==> src/rtl/mmio_seq_multiplier_pkg.sv <==
// Shared definitions for the memory-mapped sequential multiplier:
// register word indices, CTRL/STATUS bit positions, FSM states and
// a byte-lane merge helper used by the register file.
package mmio_seq_multiplier_pkg;

  // Register word indices (byte offset >> 2) inside the 32-byte window
  localparam logic [2:0] IDX_A      = 3'd0;
  localparam logic [2:0] IDX_B      = 3'd1;
  localparam logic [2:0] IDX_CTRL   = 3'd2;
  localparam logic [2:0] IDX_STATUS = 3'd3;
  localparam logic [2:0] IDX_RES_LO = 3'd4;
  localparam logic [2:0] IDX_RES_HI = 3'd5;

  // CTRL bit positions
  localparam int CTRL_START  = 0;
  localparam int CTRL_SIGNED = 1;
  localparam int CTRL_ACC    = 2;
  localparam int CTRL_CLR    = 3;

  // STATUS bit positions
  localparam int STAT_BUSY = 0;
  localparam int STAT_DONE = 1;
  localparam int STAT_OVF  = 2;

  // Sequencer states
  typedef enum logic [1:0] {
    IDLE = 2'd0,
    RUN  = 2'd1,
    FIN  = 2'd2
  } mulState_e;

  // Replace the byte lanes of oldWord selected by strb with those of newWord
  function automatic logic [31:0] mergeBytes(input logic [31:0] oldWord,
                                             input logic [31:0] newWord,
                                             input logic [3:0]  strb);
    logic [31:0] merged;
    merged = oldWord;
    for (int i = 0; i < 4; i++) begin
      if (strb[i]) merged[i*8 +: 8] = newWord[i*8 +: 8];
    end
    return merged;
  endfunction

endpackage

==> src/rtl/mmio_seq_multiplier_if.sv <==
// picorv32 look-ahead memory bus as seen by the multiplier peripheral.
// The CPU/system side uses the master view, the peripheral the slave view.
interface mmio_seq_multiplier_if;
  logic        mem_la_read;
  logic        mem_la_write;
  logic [31:0] mem_la_addr;
  logic [31:0] mem_la_wdata;
  logic [3:0]  mem_la_wstrb;
  logic [31:0] rdata;
  logic        hit;

  modport master (
    output mem_la_read, mem_la_write, mem_la_addr, mem_la_wdata, mem_la_wstrb,
    input  rdata, hit
  );

  modport slave (
    input  mem_la_read, mem_la_write, mem_la_addr, mem_la_wdata, mem_la_wstrb,
    output rdata, hit
  );
endinterface

==> src/rtl/mmio_seq_multiplier_mul_radix_step.sv <==
// One radix step of the shift-add multiplier: adds the pre-shifted
// multiplicand times a BPC-bit multiplier slice into the partial sum.
module mul_radix_step
  import mmio_seq_multiplier_pkg::*;
#(
  parameter int W   = 64,
  parameter int BPC = 1
) (
  input  logic [W-1:0]   i_mcand,
  input  logic [BPC-1:0] i_slice,
  input  logic [W-1:0]   i_psum,
  output logic [W-1:0]   o_psum
);

  logic [W-1:0] w_sum;

  // Sum of the partial sum and each multiplicand copy selected by a slice bit
  always_comb begin
    w_sum = i_psum;
    for (int j = 0; j < BPC; j++) begin
      if (i_slice[j]) w_sum = w_sum + (i_mcand << j);
    end
  end

  assign o_psum = w_sum;

endmodule

==> src/rtl/mmio_seq_multiplier.sv <==
// Memory-mapped sequential multiply / multiply-accumulate peripheral.
// Retires BPC multiplier bits per cycle, so an operation takes N/BPC
// RUN cycles plus one FIN cycle that signs, accumulates and reports.
module mmio_seq_multiplier
  import mmio_seq_multiplier_pkg::*;
#(
  parameter int          N         = 32,
  parameter int          BPC       = 1,
  parameter logic [31:0] BASE_ADDR = 32'h0FFF_FFE0
) (
  input  logic                  clk,
  input  logic                  resetn,
  mmio_seq_multiplier_if.slave  bus,
  output logic                  busy,
  output logic                  irq
);

  localparam int W2    = 2 * N;
  localparam int STEPS = N / BPC;
  localparam int CW    = $clog2(STEPS + 1);

  // Bus decode
  logic        w_inWindow;
  logic [2:0]  w_index;
  logic        w_wr;
  logic        w_rd;
  logic        w_ctrlWr;
  logic        w_start;
  logic        w_clr;
  logic        w_statusRd;
  logic [31:0] w_mergedA;
  logic [31:0] w_mergedB;
  logic [31:0] w_readVal;

  // Programmer-visible registers
  logic [N-1:0]  r_a;
  logic [N-1:0]  r_b;
  logic          r_ctrlSigned;
  logic          r_ctrlAcc;
  logic          r_busy;
  logic          r_done;
  logic          r_ovf;
  logic          r_irq;
  logic [W2-1:0] r_res;
  logic          r_resSigned;
  logic [31:0]   r_rdata;
  logic          r_hit;

  // Working copies of the running operation
  mulState_e     r_state;
  mulState_e     w_stateNext;
  logic          w_launch;
  logic          w_finish;
  logic [W2-1:0] r_mcand;
  logic [N-1:0]  r_mplier;
  logic [W2-1:0] r_psum;
  logic [CW-1:0] r_count;
  logic          r_neg;
  logic          r_opSigned;
  logic          r_opAcc;

  // Datapath
  logic          w_wSigned;
  logic [N-1:0]  w_absA;
  logic [N-1:0]  w_absB;
  logic [W2-1:0] w_psumNext;
  logic [W2-1:0] w_product;
  logic [W2:0]   w_accSum;
  logic          w_signedOvf;
  logic          w_ovfSet;
  logic [W2-1:0] w_resNext;
  logic [63:0]   w_res64;

  // The CPU only issues word-aligned look-ahead addresses
  assign w_inWindow = (bus.mem_la_addr[31:5] == BASE_ADDR[31:5]) &&
                      (bus.mem_la_addr[1:0] == 2'b00);
  assign w_index    = bus.mem_la_addr[4:2];
  assign w_wr       = bus.mem_la_write && w_inWindow;
  assign w_rd       = bus.mem_la_read && w_inWindow;
  assign w_ctrlWr   = w_wr && (w_index == IDX_CTRL) && bus.mem_la_wstrb[0];
  assign w_start    = w_ctrlWr && bus.mem_la_wdata[CTRL_START];
  assign w_clr      = w_ctrlWr && bus.mem_la_wdata[CTRL_CLR];
  assign w_statusRd = w_rd && (w_index == IDX_STATUS);

  assign w_mergedA = mergeBytes(32'(r_a), bus.mem_la_wdata, bus.mem_la_wstrb);
  assign w_mergedB = mergeBytes(32'(r_b), bus.mem_la_wdata, bus.mem_la_wstrb);

  // SIGNED comes from the same write that carries START
  assign w_wSigned = bus.mem_la_wdata[CTRL_SIGNED];
  assign w_absA    = (w_wSigned && r_a[N-1]) ? (-r_a) : r_a;
  assign w_absB    = (w_wSigned && r_b[N-1]) ? (-r_b) : r_b;

  mul_radix_step #(
    .W   (W2),
    .BPC (BPC)
  ) u_step (
    .i_mcand (r_mcand),
    .i_slice (r_mplier[BPC-1:0]),
    .i_psum  (r_psum),
    .o_psum  (w_psumNext)
  );

  assign w_product   = r_neg ? (-r_psum) : r_psum;
  assign w_accSum    = {1'b0, r_res} + {1'b0, w_product};
  assign w_signedOvf = (r_res[W2-1] == w_product[W2-1]) &&
                       (w_accSum[W2-1] != r_res[W2-1]);
  assign w_ovfSet    = r_opAcc && (r_opSigned ? w_signedOvf : w_accSum[W2]);
  assign w_resNext   = r_opAcc ? w_accSum[W2-1:0] : w_product;

  // Present the 2N-bit result as 64 bits, extended per the last op's mode
  always_comb begin
    w_res64 = r_resSigned ? 64'($signed(r_res)) : 64'(r_res);
  end

  // Read data mux for the addressed register
  always_comb begin
    w_readVal = '0;
    case (w_index)
      IDX_A:      w_readVal = 32'(r_a);
      IDX_B:      w_readVal = 32'(r_b);
      IDX_CTRL:   w_readVal = {28'd0, 1'b0, r_ctrlAcc, r_ctrlSigned, 1'b0};
      IDX_STATUS: w_readVal = {29'd0, r_ovf, r_done, r_busy};
      IDX_RES_LO: w_readVal = w_res64[31:0];
      IDX_RES_HI: w_readVal = w_res64[63:32];
      default:    w_readVal = '0;
    endcase
  end

  // FSM state register
  always_ff @(posedge clk or negedge resetn) begin
    if (!resetn) r_state <= IDLE;
    else         r_state <= w_stateNext;
  end

  // FSM next state: START is only honoured from IDLE
  always_comb begin
    w_stateNext = r_state;
    w_launch    = 1'b0;
    w_finish    = 1'b0;
    unique case (r_state)
      IDLE: begin
        if (w_start) begin
          w_stateNext = RUN;
          w_launch    = 1'b1;
        end
      end
      RUN: begin
        if (r_count == CW'(1)) w_stateNext = FIN;
      end
      FIN: begin
        w_stateNext = IDLE;
        w_finish    = 1'b1;
      end
      default: w_stateNext = IDLE;
    endcase
  end

  // Register file: A/B byte-lane writes and the persistent CTRL mode bits
  always_ff @(posedge clk or negedge resetn) begin
    if (!resetn) begin
      r_a          <= '0;
      r_b          <= '0;
      r_ctrlSigned <= 1'b0;
      r_ctrlAcc    <= 1'b0;
    end else begin
      if (w_wr && (w_index == IDX_A)) r_a <= w_mergedA[N-1:0];
      if (w_wr && (w_index == IDX_B)) r_b <= w_mergedB[N-1:0];
      if (w_ctrlWr) begin
        r_ctrlSigned <= bus.mem_la_wdata[CTRL_SIGNED];
        r_ctrlAcc    <= bus.mem_la_wdata[CTRL_ACC];
      end
    end
  end

  // Multiply engine and status: DONE set in FIN overrides a STATUS-read clear
  always_ff @(posedge clk or negedge resetn) begin
    if (!resetn) begin
      r_mcand     <= '0;
      r_mplier    <= '0;
      r_psum      <= '0;
      r_count     <= '0;
      r_neg       <= 1'b0;
      r_opSigned  <= 1'b0;
      r_opAcc     <= 1'b0;
      r_res       <= '0;
      r_resSigned <= 1'b0;
      r_busy      <= 1'b0;
      r_done      <= 1'b0;
      r_ovf       <= 1'b0;
      r_irq       <= 1'b0;
    end else begin
      r_irq <= w_finish;
      if (w_statusRd) r_done <= 1'b0;
      if (w_clr && (r_state == IDLE)) begin
        r_res <= '0;
        r_ovf <= 1'b0;
      end
      if (w_launch) begin
        r_mcand    <= W2'(w_absA);
        r_mplier   <= w_absB;
        r_psum     <= '0;
        r_count    <= CW'(STEPS);
        r_neg      <= w_wSigned && (r_a[N-1] ^ r_b[N-1]);
        r_opSigned <= w_wSigned;
        r_opAcc    <= bus.mem_la_wdata[CTRL_ACC];
        r_busy     <= 1'b1;
        r_done     <= 1'b0;
      end
      if (r_state == RUN) begin
        r_psum   <= w_psumNext;
        r_mcand  <= r_mcand << BPC;
        r_mplier <= r_mplier >> BPC;
        r_count  <= r_count - CW'(1);
      end
      if (w_finish) begin
        r_res       <= w_resNext;
        r_resSigned <= r_opSigned;
        if (w_ovfSet) r_ovf <= 1'b1;
        r_busy      <= 1'b0;
        r_done      <= 1'b1;
      end
    end
  end

  // Registered read return, one cycle after the look-ahead read strobe
  always_ff @(posedge clk or negedge resetn) begin
    if (!resetn) begin
      r_rdata <= '0;
      r_hit   <= 1'b0;
    end else begin
      r_hit   <= w_rd;
      r_rdata <= w_rd ? w_readVal : '0;
    end
  end

  assign bus.rdata = r_rdata;
  assign bus.hit   = r_hit;
  assign busy      = r_busy;
  assign irq       = r_irq;

endmodule

==> src/flat_wrapper.sv <==
// flat-port wrapper written by rule: the top's interface ports become plain ports
module mmio_seq_multiplier_flat import mmio_seq_multiplier_pkg::*;
#(
  parameter int          N         = 32,
  parameter int          BPC       = 1,
  parameter logic [31:0] BASE_ADDR = 32'h0FFF_FFE0
)
  (clk, resetn, busy, irq, bus_mem_la_read, bus_mem_la_write, bus_mem_la_addr, bus_mem_la_wdata, bus_mem_la_wstrb, bus_rdata, bus_hit);
  mmio_seq_multiplier_if bus_i ();
  input  logic clk;
  input  logic resetn;
  output logic busy;
  output logic irq;
  input wire logic [$bits(bus_i.mem_la_read)-1:0] bus_mem_la_read;
  input wire logic [$bits(bus_i.mem_la_write)-1:0] bus_mem_la_write;
  input wire logic [$bits(bus_i.mem_la_addr)-1:0] bus_mem_la_addr;
  input wire logic [$bits(bus_i.mem_la_wdata)-1:0] bus_mem_la_wdata;
  input wire logic [$bits(bus_i.mem_la_wstrb)-1:0] bus_mem_la_wstrb;
  output wire logic [$bits(bus_i.rdata)-1:0] bus_rdata;
  output wire logic [$bits(bus_i.hit)-1:0] bus_hit;
  assign bus_i.mem_la_read = bus_mem_la_read;
  assign bus_i.mem_la_write = bus_mem_la_write;
  assign bus_i.mem_la_addr = bus_mem_la_addr;
  assign bus_i.mem_la_wdata = bus_mem_la_wdata;
  assign bus_i.mem_la_wstrb = bus_mem_la_wstrb;
  assign bus_rdata = bus_i.rdata;
  assign bus_hit = bus_i.hit;
  mmio_seq_multiplier #(.N(N), .BPC(BPC), .BASE_ADDR(BASE_ADDR)) u_core (.clk(clk), .resetn(resetn), .bus(bus_i), .busy(busy), .irq(irq));
endmodule
==> config.mk <==
export PLATFORM = sky130hd
export DESIGN_NAME = mmio_seq_multiplier_flat
export DESIGN_NICKNAME = d
export VERILOG_FILES = /design/src/rtl/mmio_seq_multiplier_pkg.sv /design/src/rtl/mmio_seq_multiplier_if.sv /design/src/rtl/mmio_seq_multiplier_mul_radix_step.sv /design/src/rtl/mmio_seq_multiplier.sv /design/src/flat_wrapper.sv
export SDC_FILE = /design/constraint.sdc
export NUM_CORES = 1
export LEC_CHECK = 0
export CAP_MARGIN = 25
export CELL_PAD_IN_SITES_DETAIL_PLACEMENT = 1
export CELL_PAD_IN_SITES_GLOBAL_PLACEMENT = 1
export CORE_ASPECT_RATIO = 0.75
export CORE_UTILIZATION = 30
export CTS_CLUSTER_DIAMETER = 100
export DETAILED_ROUTE_END_ITERATION = 16
export PLACE_DENSITY_LB_ADDON = 0.1
export SLEW_MARGIN = 0
export SYNTH_ARGS = -nofsm -noshare
export SYNTH_HDL_FRONTEND = slang
export SYNTH_HIERARCHICAL = 1
export SYNTH_SLANG_ARGS = --single-unit
export TNS_END_PERCENT = 10
==> constraint.sdc <==
create_clock -name clk -period 15.35 [get_ports clk]
set_input_delay 3.07 -clock clk [delete_from_list [all_inputs] [get_ports clk]]
set_output_delay 3.07 -clock clk [all_outputs]
set_load 0.05 [all_outputs]
# Word level (Yosys, flattened, before mapping)
# Index checks and enable logic that the tools add are counted.
[classes]
muxes = 32
eq_ne = 14
n_addsub = 6
reduce_logical = 33
n_bitwise = 1
[op_table]
columns = ["operator", "count"]
rows = [
  ["$mux W64", 9],
  ["$pmux W32 S6", 1],
  ["$mux W32", 5],
  ["$add A64 B64 Y65", 1],
  ["$add A64 B64 Y64", 1],
  ["$neg A32 Y32", 2],
  ["$neg A64 Y64", 1],
  ["$eq A27 B23 Y1 const B", 1],
  ["$reduce_and A2 Y1", 10],
  ["$logic_and A1 B1 Y1", 16],
  ["$mux W1", 12],
  ["$mux W6", 2],
  ["$eq A3 B2 Y1 const B", 2],
  ["$eq A3 B3 Y1 const B", 2],
  ["$eq A6 B1 Y1 const B", 1],
  ["$ne A2 B1 Y1 const B", 3],
  ["$reduce_bool A2 Y1", 3],
  ["$sub A6 B1 Y6 const B", 1],
  ["$logic_not A2 Y1", 2],
  ["$mux W2", 2],
  ["$pmux W2 S2", 1],
  ["$eq A3 B1 Y1 const B", 1],
  ["$logic_not A3 Y1", 1],
  ["$reduce_bool A3 Y1", 1],
  ["other kinds (5)", 5],
]
[totals]
in_bits = 72
output_inout_bits = 35
regBits = 338
word_cells = 111

# Logic depth before layout (Yosys ltp)
[logic_depth]
word_depth = 10
depth_mapped = 20

# Hierarchy
# The synthesis kept the hierarchy.
[modules_own_cells]
columns = ["mod", "instances", "seq_area_each_um2", "cells_each", "area_per_inst_um2"]
rows = [
  ["mmio_seq_multiplier", 1, 8458.1, 2262, 20201.9],
  ["mul_radix_step", 1, 0.0, 665, 4652.0],
]

# Worst setup path after synthesis
# No wires, ideal clock.
[synth_path]
path_type = "input-to-reg"
from = "in bus_mem_la_addr[11]"
to = "reg u_core.r_mcand[2]"
required_time_ps = 15224
arrival_time_ps = 5183
path_buffers = 1
cell_stages = 8
setup_slack_ps = 10041
setup_time_ps = 126
cell_sequence = "nand4_1 > or4_1 > nor4_1 > nand2_1 > nor3_1 > nor2_1 > clkbuf_1 > a221o_1"
[synth_between]
elab_chain_cells = 9
[synth_rtl]
columns = ["element", "line_no", "rtl"]
rows = [
  ["from (decl)", "flat_wrapper.sv:16", "input wire logic [$bits(bus_i.mem_la_addr)-1:0] bus_mem_la_addr;"],
  ["$eq A27 B23 Y1", "mmio_seq_multiplier.sv:75", "assign w_inWindow = (bus.mem_la_addr[31:5] == BASE_ADDR[31:5]) &&"],
  ["$logic_and A1 B1 Y1", "mmio_seq_multiplier.sv:75", ""],
  ["$logic_and A1 B1 Y1", "mmio_seq_multiplier.sv:78", "assign w_wr = bus.mem_la_write && w_inWindow;"],
  ["$logic_and A1 B1 Y1 (2 in series)", "mmio_seq_multiplier.sv:80", "assign w_ctrlWr = w_wr && (w_index == IDX_CTRL) && bus.mem_la_wstrb[0];"],
  ["$logic_and A1 B1 Y1", "mmio_seq_multiplier.sv:81", "assign w_start = w_ctrlWr && bus.mem_la_wdata[CTRL_START];"],
  ["$mux W1", "mmio_seq_multiplier.sv:142", "if (w_start) begin"],
  ["$mux W1", "mmio_seq_multiplier.sv:140", "unique case (r_state)"],
  ["$reduce_bool A2 Y1 (no source line)", "n/a", ""],
  ["to (signal assigned)", "mmio_seq_multiplier.sv:199", "r_mcand <= W2'(w_absA);"],
  ["to (signal assigned)", "mmio_seq_multiplier.sv:211", "r_mcand <= r_mcand << BPC;"],
  ["to (decl)", "mmio_seq_multiplier.sv:54", "logic [W2-1:0] r_mcand;"],
]
# Every way passes these cells.
# A chain may end at the register's enable or synchronous reset.

# Worst setup path in the final report
[layout_path]
from = "reg u_core.r_psum[4]"
to = "reg u_core.r_ovf"
[layout_between]
elab_chain_cells = 9
word_cells_on_any_way = 10
classes_between = "add/sub: 2; eq/ne: 2; mux: 4; reduce/logical: 2"
[layout_rtl]
columns = ["element", "line_no", "rtl"]
rows = [
  ["from (decl)", "mmio_seq_multiplier.sv:56", "logic [W2-1:0] r_psum;"],
  ["from (signal assigned)", "mmio_seq_multiplier.sv:210", "r_psum <= w_psumNext;"],
  ["$neg A64 Y64", "mmio_seq_multiplier.sv:103", "assign w_product = r_neg ? (-r_psum) : r_psum;"],
  ["$mux W64 *", "mmio_seq_multiplier.sv:103", ""],
  ["$add A64 B64 Y65", "mmio_seq_multiplier.sv:104", "assign w_accSum = {1'b0, r_res} + {1'b0, w_product};"],
  ["$ne A1 B1 Y1", "mmio_seq_multiplier.sv:106", "(w_accSum[W2-1] != r_res[W2-1]);"],
  ["$logic_and A1 B1 Y1", "mmio_seq_multiplier.sv:105", "assign w_signedOvf = (r_res[W2-1] == w_product[W2-1]) &&"],
  ["$mux W1 *", "mmio_seq_multiplier.sv:107", "assign w_ovfSet = r_opAcc && (r_opSigned ? w_signedOvf : w_accSum[W2]);"],
  ["$logic_and A1 B1 Y1 *", "mmio_seq_multiplier.sv:107", ""],
  ["$mux W1 *", "mmio_seq_multiplier.sv:218", "if (w_ovfSet) r_ovf <= 1'b1;"],
  ["$mux W1 *", "mmio_seq_multiplier.sv:215", "if (w_finish) begin"],
  ["to (signal assigned)", "mmio_seq_multiplier.sv:189", "r_ovf <= 1'b0;"],
  ["to (signal assigned)", "mmio_seq_multiplier.sv:196", "r_ovf <= 1'b0;"],
  ["to (signal assigned)", "mmio_seq_multiplier.sv:218", ""],
  ["to (decl)", "mmio_seq_multiplier.sv:42", "logic r_ovf;"],
]
# Every way passes the cells marked *; elsewhere a longest branch is shown, timed or not.

==> flow_summary.yaml <==
run_status:
  outcome: "complete, no violations"
timing:
  clock_skew_ps: 29.6
  slew-limit-headroom_pct: 29.2
  tns_ps: 0
  fin_crit_ps: 6260
  setup_violations: 0
  hold_violations: 0
  drv_slew: 0
  period_share_pct: 40.8
  tightest_slew_ps: 1060
  max_freq_mhz: 160
  rsz0062_at_grt: "false"
floorplanning:
  die_w_um: 334
  die_y_um: 251
  std_cell_rows: 91
  initial_core_util_pct: 30.3
  ios: 107
  coreArea_um2: 82100
  die_area_um2: 84000
setup_path:
  cp_cell_sequence: "nor4_1 -> nand3_1 -> or3_1 -> or2_2 -> o31ai_1 -> xnor2_1 -> ha_1 -> nand4_1 -> or4_1 -> nand2b_1 -> a311oi_1 -> nor3_1 -> o31ai_1 -> a21o_1 -> a31oi_1 -> o31ai_1"
  ff2ff_path_depth: 16
  crit_type: "reg2reg"
  crit_family: "simple AND/OR/NAND/NOR gates"
  critical_path.max_fanout: 8
  cpPeakStageDelay_ps: 890
  rr_endpoint: "u_core/r_ovf$_DFF_PN0_"
  setup.reg_to_reg.worst_slack_ps: 9090
  cp.required_ps: 15850
  end_kind: "flip-flop"
  start_kind: "flip-flop"
  crit_buf_inv: 0
  slowest_stage: "nor4_1"
  crit_path_frequent_cell: "o31ai_1"
  cp.arrival_ps: 6770
  r2r_start: "u_core/r_psum[4]$_DFFE_PN0P_"
power_and_ir_drop:
  power.ir.vdd_worst_mv: 0.0783
  pwr_density_cell_nw_per_um2: 74.0
  p_leak_nw: 12.8
  finalPower_mw: 2.12
grt:
  grt_use_met1_pct: 37.8
  grt_pass1_vias: 23781
  track_usage_pct: 24.0
  antenna_found_initial: 2
  grt.busiest_layer: "met1"
  gr-usage-met2_pct: 34.2
  use_met3_pct: 3.31
  grt_pass1_wl_mm: 156
  gr-total-overflow: 0
  grt_max_degree: 88
hold_path:
  hold_end: "u_core/r_count[5]$_DFFE_PN0P_"
  hp-class: "reg2reg"
  hold_path_depth: 1
  hp-start: "u_core/r_count[5]$_DFFE_PN0P_"
final_layout:
  layout_common_cells: "nand2_1 (436), dfrtp_1 (336), o21ai_0 (310)"
  drive_gt1_share_pct: 8.97
  layout.nets: 3146
  syn_to_final_growth_pct: 14.9
  final_common_cell: "nand2_1"
clock_tree:
  holdBufCountCts: 0
  htreeDepth: 2
  clock_path_buffers: 3
  cts_resized: 0
  cts_tree: "built"
  cts_buffers: 44
  post_cts_buffers: 0
  root_buffer: "clkbuf_16"
  clk_pin_slew_ps: 60
  clk_latency_ps: 640
  cts.sink_count: 338
detailed_routing:
  wl_mm: 102
  ant_nets: 0
  drt_first_iter_violations: 1746
  drc: 0
  via_per_inst: 5.70
  vias: 23313
  drt-pass1-iter-count: 5
  routedWlPerCell_um: 24.9
place:
  gp_congestion: 0.942
  hpwlAfterDp_mm: 77.6
  io_buffers: 106
synthesis:
  yosysUniqueCellTypes: 85
  synth_nets: 3133
  synth_cells: 2927
  yosys_warnings: 6
  ys_seq_area_share_pct: 34.0
  postSynthAreaPerCell_um2: 8.49
  synth_enable_flop_cells: 0
  ys_seq_elements: 338
  syn_area_um2: 24900
  ys.flop_type: "dfrtp_1"
  async_flop_share_pct: 100
job:
  drv_cap: 0
-- state kept, by name, indices dropped and copies added (netlist names), 2 cells and up --
| signal | flops |
|---|---|
| u_core/bus.rdata | 32 |
| u_core/r_state | 2 |
| u_core/r_b | 32 |
| u_core/r_mplier | 32 |
| u_core/r_count | 6 |
| u_core/r_mcand | 64 |
| u_core/r_res | 64 |
| u_core/r_psum | 64 |
| u_core/r_a | 32 |
-- worst max-delay path by stage --
stage	startpoint	to	slack (ps)	depth (start not counted)
final	u_core/r_psum[4]$_DFFE_PN0P_	u_core/r_ovf$_DFF_PN0_	9090	16
after detailed placement	bus_mem_la_addr[28]	u_core/r_psum[50]$_DFFE_PN0P_	8750	9
after global placement	bus_mem_la_addr[31]	u_core/r_mcand[63]$_DFFE_PN0P_	8880	9
after floorplan	bus_mem_la_addr[11]	u_core/r_mcand[2]$_DFFE_PN0P_	10040	8
after CTS	u_core/r_psum[2]$_DFFE_PN0P_	u_core/r_ovf$_DFF_PN0_	9110	17
after global routing	u_core/r_psum[2]$_DFFE_PN0P_	u_core/r_ovf$_DFF_PN0_	8740	15
-- worst reg2reg max path, delay by kind of cell, from the launching register on --
| family | cells | cell delay [ps] |
|---|---|---|
| simple gates | 8 | 3140 |
| compound gates | 6 | 1840 |
| flops | 1 | 510 |
| fa+ha+maj | 1 | 480 |
| xor+xnor | 1 | 180 |
-- layer usage --
layer  vias to the layer above  share of wire [%]
met5                         -                  0
met4                         0                1.6
met3                        95                5.5
met2                       583                 41
met1                     11877                 52
li1                      10758                  -
-- cell type report --
type,instances,area (um^2)
antenna,2,5.00
clock buffer,60,1250
clock inverter,21,350
fill,9533,53500
inverter,53,199
multi-input combinational,2366,15600
sequential,338,8460
tap,1116,1400
timing repair buffer,137,1300
-- stage by stage --
stage / worst slack (ps) / area, um^2 / cells / utilization (%) / hold WS (ps)
floorplan: 10040 / 24900 / 2927 / - / 437
global placement: 8880 / 27000 / 4010 / 32.8 / 459
detailed placement: 8750 / 27000 / 4010 / 32.8 / 468
CTS: 9110 / 28600 / 4091 / 34.8 / 475
global route: 8740 / 28600 / 4091 / 34.8 / 488
finish: 9090 / 28600 / 4093 / 34.8 / 475
-- Yosys cell counts, types with 6 or more instances --
cell type | n | area (um^2)
mux2_2 | 122 | 1370
nand4_1 | 50 | 313
o41ai_1 | 11 | 96.3
xor2_1 | 77 | 674
a21o_1 | 78 | 586
dfrtp_1 | 338 | 8460
o21ai_1 | 6 | 30.0
o2111ai_1 | 8 | 70.1
nor3_1 | 45 | 225
or2_2 | 6 | 37.5
inv_1 | 53 | 199
nor2b_1 | 12 | 75.1
clkbuf_1 | 156 | 586
a21oi_1 | 209 | 1050
o21ai_0 | 310 | 1550
nand3_1 | 41 | 205
and3_1 | 12 | 75.1
o21a_1 | 12 | 90.1
a22o_1 | 9 | 78.8
a31oi_1 | 24 | 150
xnor2_1 | 152 | 1330
mux2i_1 | 6 | 60.1
a22oi_1 | 135 | 1010
o211a_1 | 6 | 60.1
nor2_1 | 153 | 574
o211ai_1 | 14 | 105
buf_1 | 11 | 41.3
o31ai_1 | 39 | 293
o21bai_1 | 36 | 270
and2_1 | 13 | 81.3
or4_1 | 15 | 113
a221o_1 | 19 | 190
a211oi_1 | 15 | 113
nor4_1 | 18 | 113
nand2_1 | 436 | 1640
ha_1 | 132 | 1650
nand2b_1 | 23 | 144
or3_1 | 26 | 163
a221oi_1 | 7 | 61.3
-- power breakdown --
part,switching [mW],internal [mW],total (mW),leakage [nW]
Clock,0.468,0.694,1.16,0.780
Combinational,0.0387,0.0225,0.0612,7.97
Sequential,0.00000000217,0.891,0.891,4.08
Total,0.507,1.61,2.12,12.8
-- cell families after synthesis --
kind of cell | share of synthesized area [%]
AO/OA/AOI/OAI | 25.9
XOR/XNOR | 8.07
adder cells (fa/ha/maj) | 6.81
buffers and inverters | 3.38
flip-flops | 34.0
multiplexers | 5.86
AND/OR/NAND/NOR | 16.0
Note: power is estimated with default switching activity, not from simulation.
